File: src/rtl/serv_mem_arbiter_if.sv
// Bus bundle between serv_top (ibus/dbus), the arbiter and the shared
// Wishbone-classic memory port. The arbiter takes the slave view.
interface serv_mem_arbiter_if;
    logic [31:0] i_ibus_adr;
    logic        i_ibus_cyc;
    logic [31:0] o_ibus_rdt;
    logic        o_ibus_ack;

    logic [31:0] i_dbus_adr;
    logic [31:0] i_dbus_dat;
    logic [3:0]  i_dbus_sel;
    logic        i_dbus_we;
    logic        i_dbus_cyc;
    logic [31:0] o_dbus_rdt;
    logic        o_dbus_ack;

    logic [31:0] o_wb_adr;
    logic [31:0] o_wb_dat;
    logic [3:0]  o_wb_sel;
    logic        o_wb_we;
    logic        o_wb_cyc;
    logic [31:0] i_wb_rdt;
    logic        i_wb_ack;

    logic        o_timeout;
    logic        o_owner;

    modport slave (
        input  i_ibus_adr, i_ibus_cyc,
        output o_ibus_rdt, o_ibus_ack,
        input  i_dbus_adr, i_dbus_dat, i_dbus_sel, i_dbus_we, i_dbus_cyc,
        output o_dbus_rdt, o_dbus_ack,
        output o_wb_adr, o_wb_dat, o_wb_sel, o_wb_we, o_wb_cyc,
        input  i_wb_rdt, i_wb_ack,
        output o_timeout, o_owner
    );

    modport master (
        output i_ibus_adr, i_ibus_cyc,
        input  o_ibus_rdt, o_ibus_ack,
        output i_dbus_adr, i_dbus_dat, i_dbus_sel, i_dbus_we, i_dbus_cyc,
        input  o_dbus_rdt, o_dbus_ack,
        input  o_wb_adr, o_wb_dat, o_wb_sel, o_wb_we, o_wb_cyc,
        output i_wb_rdt, i_wb_ack,
        input  o_timeout, o_owner
    );
endinterface

File: src/rtl/serv_mem_arbiter.sv
// Shares one Wishbone-classic port between SERV ibus and dbus.
// dbus has fixed priority; after each transfer the arbiter waits in RELEASE
// until the served master drops cyc, so a lingering cyc is never re-served.
// Optional watchdog completes a stalled transfer with ERR_DATA.
module serv_mem_arbiter #(
    parameter bit          WITH_TIMEOUT = 1'b1,
    parameter int          TIMEOUT      = 255,
    parameter logic [31:0] ERR_DATA     = 32'hDEADBEEF
) (
    input  logic               i_clk,
    input  logic               i_rst,
    serv_mem_arbiter_if.slave  bus
);
    localparam int WDW = $clog2(TIMEOUT + 1);

    typedef enum logic [1:0] {IDLE, GRANT_I, GRANT_D, RELEASE} state_t;

    state_t         state;
    logic [31:0]    wb_adr;
    logic [31:0]    wb_dat;
    logic [3:0]     wb_sel;
    logic           wb_we;
    logic           wb_cyc;
    logic           owner;
    logic [WDW-1:0] wdog;

    logic           granted;
    logic           expire;
    logic           done;
    logic           owner_cyc;
    logic [31:0]    rsp_dat;

    assign granted   = (state == GRANT_I) || (state == GRANT_D);
    // A real ack in the last watchdog cycle wins over the abort.
    assign expire    = WITH_TIMEOUT && granted && !bus.i_wb_ack &&
                       (wdog == WDW'(TIMEOUT - 1));
    assign done      = granted && (bus.i_wb_ack || expire);
    assign rsp_dat   = bus.i_wb_ack ? bus.i_wb_rdt : ERR_DATA;
    assign owner_cyc = owner ? bus.i_dbus_cyc : bus.i_ibus_cyc;

    // Master acks are combinational from i_wb_ack; gated by reset so a
    // memory ack during reset never reaches a master.
    assign bus.o_ibus_ack = !i_rst && done && (state == GRANT_I);
    assign bus.o_dbus_ack = !i_rst && done && (state == GRANT_D);
    assign bus.o_ibus_rdt = bus.o_ibus_ack ? rsp_dat : 32'h0;
    assign bus.o_dbus_rdt = bus.o_dbus_ack ? rsp_dat : 32'h0;
    assign bus.o_timeout  = !i_rst && expire;

    assign bus.o_wb_adr = wb_adr;
    assign bus.o_wb_dat = wb_dat;
    assign bus.o_wb_sel = wb_sel;
    assign bus.o_wb_we  = wb_we;
    assign bus.o_wb_cyc = wb_cyc;
    assign bus.o_owner  = owner;

    // Grant FSM: latches the winner's request and owns all registered wb outputs.
    always_ff @(posedge i_clk) begin
        if (i_rst) begin
            state  <= IDLE;
            wb_adr <= 32'h0;
            wb_dat <= 32'h0;
            wb_sel <= 4'h0;
            wb_we  <= 1'b0;
            wb_cyc <= 1'b0;
            owner  <= 1'b0;
            wdog   <= '0;
        end else begin
            case (state)
                IDLE: begin
                    if (bus.i_dbus_cyc) begin
                        state  <= GRANT_D;
                        wb_adr <= bus.i_dbus_adr;
                        wb_dat <= bus.i_dbus_dat;
                        wb_sel <= bus.i_dbus_sel;
                        wb_we  <= bus.i_dbus_we;
                        wb_cyc <= 1'b1;
                        owner  <= 1'b1;
                        wdog   <= '0;
                    end else if (bus.i_ibus_cyc) begin
                        state  <= GRANT_I;
                        wb_adr <= bus.i_ibus_adr;
                        wb_dat <= 32'h0;
                        wb_sel <= 4'hF;
                        wb_we  <= 1'b0;
                        wb_cyc <= 1'b1;
                        owner  <= 1'b0;
                        wdog   <= '0;
                    end
                end
                GRANT_I, GRANT_D: begin
                    // Master dropping cyc here is ignored; the transfer runs to completion.
                    if (done) begin
                        state  <= RELEASE;
                        wb_cyc <= 1'b0;
                    end else if (WITH_TIMEOUT) begin
                        wdog <= wdog + 1'b1;
                    end
                end
                RELEASE: begin
                    if (!owner_cyc)
                        state <= IDLE;
                end
                default: state <= IDLE;
            endcase
        end
    end
endmodule

File: src/flat_wrapper.sv
// flat-port wrapper written by rule: the top's interface ports become plain ports
module serv_mem_arbiter_flat 
#(
    parameter bit          WITH_TIMEOUT = 1'b1,
    parameter int          TIMEOUT      = 255,
    parameter logic [31:0] ERR_DATA     = 32'hDEADBEEF
)
  (i_clk, i_rst, bus_i_ibus_adr, bus_i_ibus_cyc, bus_o_ibus_rdt, bus_o_ibus_ack, bus_i_dbus_adr, bus_i_dbus_dat, bus_i_dbus_sel, bus_i_dbus_we, bus_i_dbus_cyc, bus_o_dbus_rdt, bus_o_dbus_ack, bus_o_wb_adr, bus_o_wb_dat, bus_o_wb_sel, bus_o_wb_we, bus_o_wb_cyc, bus_i_wb_rdt, bus_i_wb_ack, bus_o_timeout, bus_o_owner);
  serv_mem_arbiter_if bus_i ();
  input  logic i_clk;
  input  logic i_rst;
  input wire logic [$bits(bus_i.i_ibus_adr)-1:0] bus_i_ibus_adr;
  input wire logic [$bits(bus_i.i_ibus_cyc)-1:0] bus_i_ibus_cyc;
  output wire logic [$bits(bus_i.o_ibus_rdt)-1:0] bus_o_ibus_rdt;
  output wire logic [$bits(bus_i.o_ibus_ack)-1:0] bus_o_ibus_ack;
  input wire logic [$bits(bus_i.i_dbus_adr)-1:0] bus_i_dbus_adr;
  input wire logic [$bits(bus_i.i_dbus_dat)-1:0] bus_i_dbus_dat;
  input wire logic [$bits(bus_i.i_dbus_sel)-1:0] bus_i_dbus_sel;
  input wire logic [$bits(bus_i.i_dbus_we)-1:0] bus_i_dbus_we;
  input wire logic [$bits(bus_i.i_dbus_cyc)-1:0] bus_i_dbus_cyc;
  output wire logic [$bits(bus_i.o_dbus_rdt)-1:0] bus_o_dbus_rdt;
  output wire logic [$bits(bus_i.o_dbus_ack)-1:0] bus_o_dbus_ack;
  output wire logic [$bits(bus_i.o_wb_adr)-1:0] bus_o_wb_adr;
  output wire logic [$bits(bus_i.o_wb_dat)-1:0] bus_o_wb_dat;
  output wire logic [$bits(bus_i.o_wb_sel)-1:0] bus_o_wb_sel;
  output wire logic [$bits(bus_i.o_wb_we)-1:0] bus_o_wb_we;
  output wire logic [$bits(bus_i.o_wb_cyc)-1:0] bus_o_wb_cyc;
  input wire logic [$bits(bus_i.i_wb_rdt)-1:0] bus_i_wb_rdt;
  input wire logic [$bits(bus_i.i_wb_ack)-1:0] bus_i_wb_ack;
  output wire logic [$bits(bus_i.o_timeout)-1:0] bus_o_timeout;
  output wire logic [$bits(bus_i.o_owner)-1:0] bus_o_owner;
  assign bus_i.i_ibus_adr = bus_i_ibus_adr;
  assign bus_i.i_ibus_cyc = bus_i_ibus_cyc;
  assign bus_o_ibus_rdt = bus_i.o_ibus_rdt;
  assign bus_o_ibus_ack = bus_i.o_ibus_ack;
  assign bus_i.i_dbus_adr = bus_i_dbus_adr;
  assign bus_i.i_dbus_dat = bus_i_dbus_dat;
  assign bus_i.i_dbus_sel = bus_i_dbus_sel;
  assign bus_i.i_dbus_we = bus_i_dbus_we;
  assign bus_i.i_dbus_cyc = bus_i_dbus_cyc;
  assign bus_o_dbus_rdt = bus_i.o_dbus_rdt;
  assign bus_o_dbus_ack = bus_i.o_dbus_ack;
  assign bus_o_wb_adr = bus_i.o_wb_adr;
  assign bus_o_wb_dat = bus_i.o_wb_dat;
  assign bus_o_wb_sel = bus_i.o_wb_sel;
  assign bus_o_wb_we = bus_i.o_wb_we;
  assign bus_o_wb_cyc = bus_i.o_wb_cyc;
  assign bus_i.i_wb_rdt = bus_i_wb_rdt;
  assign bus_i.i_wb_ack = bus_i_wb_ack;
  assign bus_o_timeout = bus_i.o_timeout;
  assign bus_o_owner = bus_i.o_owner;
  serv_mem_arbiter #(.WITH_TIMEOUT(WITH_TIMEOUT), .TIMEOUT(TIMEOUT), .ERR_DATA(ERR_DATA)) u_core (.i_clk(i_clk), .i_rst(i_rst), .bus(bus_i));
endmodule
File: config.mk
export PLATFORM = sky130hd
export DESIGN_NAME = serv_mem_arbiter_flat
export DESIGN_NICKNAME = d
export VERILOG_FILES = /design/src/rtl/serv_mem_arbiter_if.sv /design/src/rtl/serv_mem_arbiter.sv /design/src/flat_wrapper.sv
export SDC_FILE = /design/constraint.sdc
export NUM_CORES = 1
export LEC_CHECK = 0
export CAP_MARGIN = 20
export CORE_ASPECT_RATIO = 2
export CORE_MARGIN = 5
export CORE_UTILIZATION = 35
export CTS_CLUSTER_DIAMETER = 30
export DETAILED_ROUTE_END_ITERATION = 16
export HOLD_SLACK_MARGIN = 0.02
export PLACE_DENSITY = 0.79
export SLEW_MARGIN = 20
export SYNTH_ARGS = -nofsm -noshare
export SYNTH_HDL_FRONTEND = slang
export SYNTH_SLANG_ARGS = --single-unit
File: constraint.sdc
create_clock -name i_clk -period 2.6 [get_ports i_clk]
set_clock_uncertainty 0.15 [all_clocks]
set_input_delay 0.39 -clock i_clk [delete_from_list [all_inputs] [get_ports i_clk]]
set_output_delay 0.39 -clock i_clk [all_outputs]
set_load 0.01 [all_outputs]
==> impl_results.md <==
* GRT Util Overall at 21.0%
* Final Hold Vio Count at 0
* Final Critical Period at 2.49 ns
* Mapped Nets at 611
* Dpl cell area at 6820 sq um
* Buf+Inv Stages, Crit Path at 3
* CP required at 2.06 ns
* PwrDens at 747 nW/um^2
* Post-synthesis cell count at 467
* Total CTS buffers at 9
* Initial DRC Count at 227
* Die width at 84.2 um
* Vias in the first global route at 4487
* DIE HEIGHT at 158 um
* CTS Buffer Depth at 2
* Final setup viols at 0
* Avg WL per Cell at 16.7 um
* Post-synthesis sequential area ratio at 42.0%
* Register bit total from synthesis at 81
* Slowest-stage cell, CP: or3b_2
* H-tree Lvls at 3
* Commonest cells after routing, fill and taps aside: clkdlybuf4s50_1, nor2_1, dfxtp_1
* CTS tree: done
* Cell variety after synth at 36
* Area Growth Syn to Fin at 81.8%
* Clk_lat worst skew at 0.33 ns
* DR pass1 iterations at 5
* Initial Util at 35.5%
* Final #Nets at 884
* Max FO, Critical Path at 3
* Reg area at 1620 sq um
* Multi-input logic area at 2080 sq um
* Pre-CTS WS at -0.143 ns
* Clk root buf: clkbuf_16
* GRT overflow at 0
* Fill cell count at 969
* Worst hold path type: primary input to register
* Setup TNS Final at 0 ns
* Tcrit/Tclk final at 95.8%
* Antenna-violating nets left at 0
* # DRC at 0
* Worst slew margin at 59.0%
* Crit. End Element: output port
* Clock sink total at 81
* Die ar. at 13400 sq um
* Via count at 4494
* CP Class: register to output port
* Worst path max stage delay at 0.45 ns
* Clock transition at the registers of the reported paths at 0.06 ns
* Max Fclk at 0.402 GHz
* Core area at 10900 sq um
* I/O Buffers at 275
* Crit-path cells: inv_1, ha_1, buf_4, or3b_2, nor2_1, clkdlybuf4s15_1
* Yosys warnings at 0
* Status: complete, no violations
* Largest net degree at the start of global routing at 69
* VDD IR-drop max at 0.507 mV
* Fraction of layout cells with a size suffix above 1 at 11.9%
* Drt via density at 5.08
* Most common cell after layout, fill and taps aside: clkdlybuf4s50_1
* Avg Inst Size Synth at 8.26 sq um
* Mapped Area at 3860 sq um
* Slew @ Worst Pin at 0.609 ns
* Final HPWL DP at 11900 um
* CP startpoint kind: register
* Leakage at 0.00308 uW
* Antenna Diode Count at 0
* CTS Hold Bufs at 0
* RSZ-0062 raised after global routing: false
* # rows at 54
* Fin area at 7020 sq um
* Final wirelength at 14800 um
* Maxcap violations at 0
* Ports at 276
* GPL Wtd Cong at 0.954
* Initial antenna violation count at 0
* Final setup margin at 0.110 ns
* Power, Total at 5240 uW
* CP delay by family, top: simple AND/OR/NAND/NOR gates
* Final Max Tran Viols at 0
* Global-route wire length before repair at 22400 um
* Worst EP arrival at 1.95 ns
==> per-layer routing <==
metal,part of all wire [%],routed length (um),up-vias,track usage [%]
met1,34,4980,2025,19.6
met5,0,0,-,0
li1,-,-,2171,-
met3,9.2,1360,42,6.06
met2,52,7710,256,39.9
met4,5.0,736,0,12.0
==> layout make-up <==
| cell class | instances | share of cell area, % |
|---|---|---|
| inverters | 7 | 0.375 |
| multi-input cells | 338 | 29.6 |
| well taps | 140 | 2.50 |
| clock inverters | 7 | 0.785 |
| repair buffers | 303 | 40.4 |
| clock buffers | 9 | 3.21 |
| flip-flops and latches | 81 | 23.1 |
==> cells in the mapped netlist, drive strengths merged <==
cell type | number | area, sq um
mux2i | 33 | 330
nand2 | 17 | 63.8
a221oi | 2 | 17.5
nor4 | 1 | 6.26
dfxtp | 81 | 1620
or3b | 1 | 8.76
and3 | 4 | 25.0
clkbuf | 31 | 116
a41oi | 2 | 17.5
a211o | 3 | 26.3
a21oi | 6 | 30.0
nor3 | 1 | 5.00
nand4 | 1 | 6.26
a31oi | 4 | 25.0
o21ai | 4 | 20.0
nor3b | 1 | 18.8
buf | 10 | 62.6
nand3 | 5 | 25.0
o221a | 5 | 56.3
a211oi | 34 | 260
and4 | 1 | 8.76
nand2b | 3 | 18.8
o211a | 1 | 10.0
nor2 | 138 | 518
nor2b | 27 | 169
inv | 7 | 26.3
a21o | 1 | 7.51
and2 | 1 | 6.26
ha | 6 | 75.1
or4b | 1 | 10.0
a311oi | 1 | 8.76
a32o | 1 | 10.0
a22oi | 33 | 248
==> logic make-up after synthesis <==
group                    share of synthesized area, %
flip-flops                                       42.0
adder cells (fa/ha/maj)                          1.95
multiplexers                                     8.56
AND/OR/NAND/NOR                                  23.1
AO/OA/AOI/OAI                                    19.1
buffers and inverters                            5.32
==> state kept, by name (all words and copies together) (netlist names) <==
| name | flops |
|---|---|
| u_core.state | 2 |
| u_core.bus.o_wb_sel | 4 |
| u_core.wdog | 8 |
| u_core.bus.o_wb_adr | 32 |
| u_core.bus.o_wb_dat | 32 |
| u_core.bus.o_wb_we | 1 |
| u_core.bus.o_owner | 1 |
| u_core.bus.o_wb_cyc | 1 |
==> where the power goes <==
group          internal (uW)  total, uW  switching, uW
registers               1560       1730            167
clock network            653       1170            521
logic                   1210       2340           1130
==> through the flow <==
| step | util (%) | hold slack (ns) | instances |
|---|---|---|---|
| after floorplan | - | 0.306 | 467 |
| after global placement | 62.7 | 0.336 | 867 |
| after detailed placement | 62.7 | 0.341 | 867 |
| after CTS | 65.1 | 0.169 | 885 |
| after global routing | 64.5 | 0.194 | 885 |
| final | 64.5 | 0.196 | 885 |
==> path summary, 6_finish.rpt <==
path	startpoint	end	slack, ns	depth (start not counted)
hold / removal	i_rst	u_core.wdog[1]	0.20	2
hold reg to reg	u_core.bus.o_wb_adr[3]	u_core.bus.o_wb_adr[3]	0.35	2
setup reg to reg	u_core.state[0]	u_core.wdog[3]	0.17	8
setup / recovery	u_core.state[0]	bus_o_timeout	0.11	6
==> what timing repair did <==
| action | CTS | global route |
|---|---|---|
| cloned | 0 | 0 |
| endpoints found under the setup margin | 67 | 51 |
| buffers inserted | 2 | 0 |
| pin swaps | 2 | 3 |
| gates resized for setup | 99 | 51 |
Note: power is estimated with default switching activity, not from simulation.
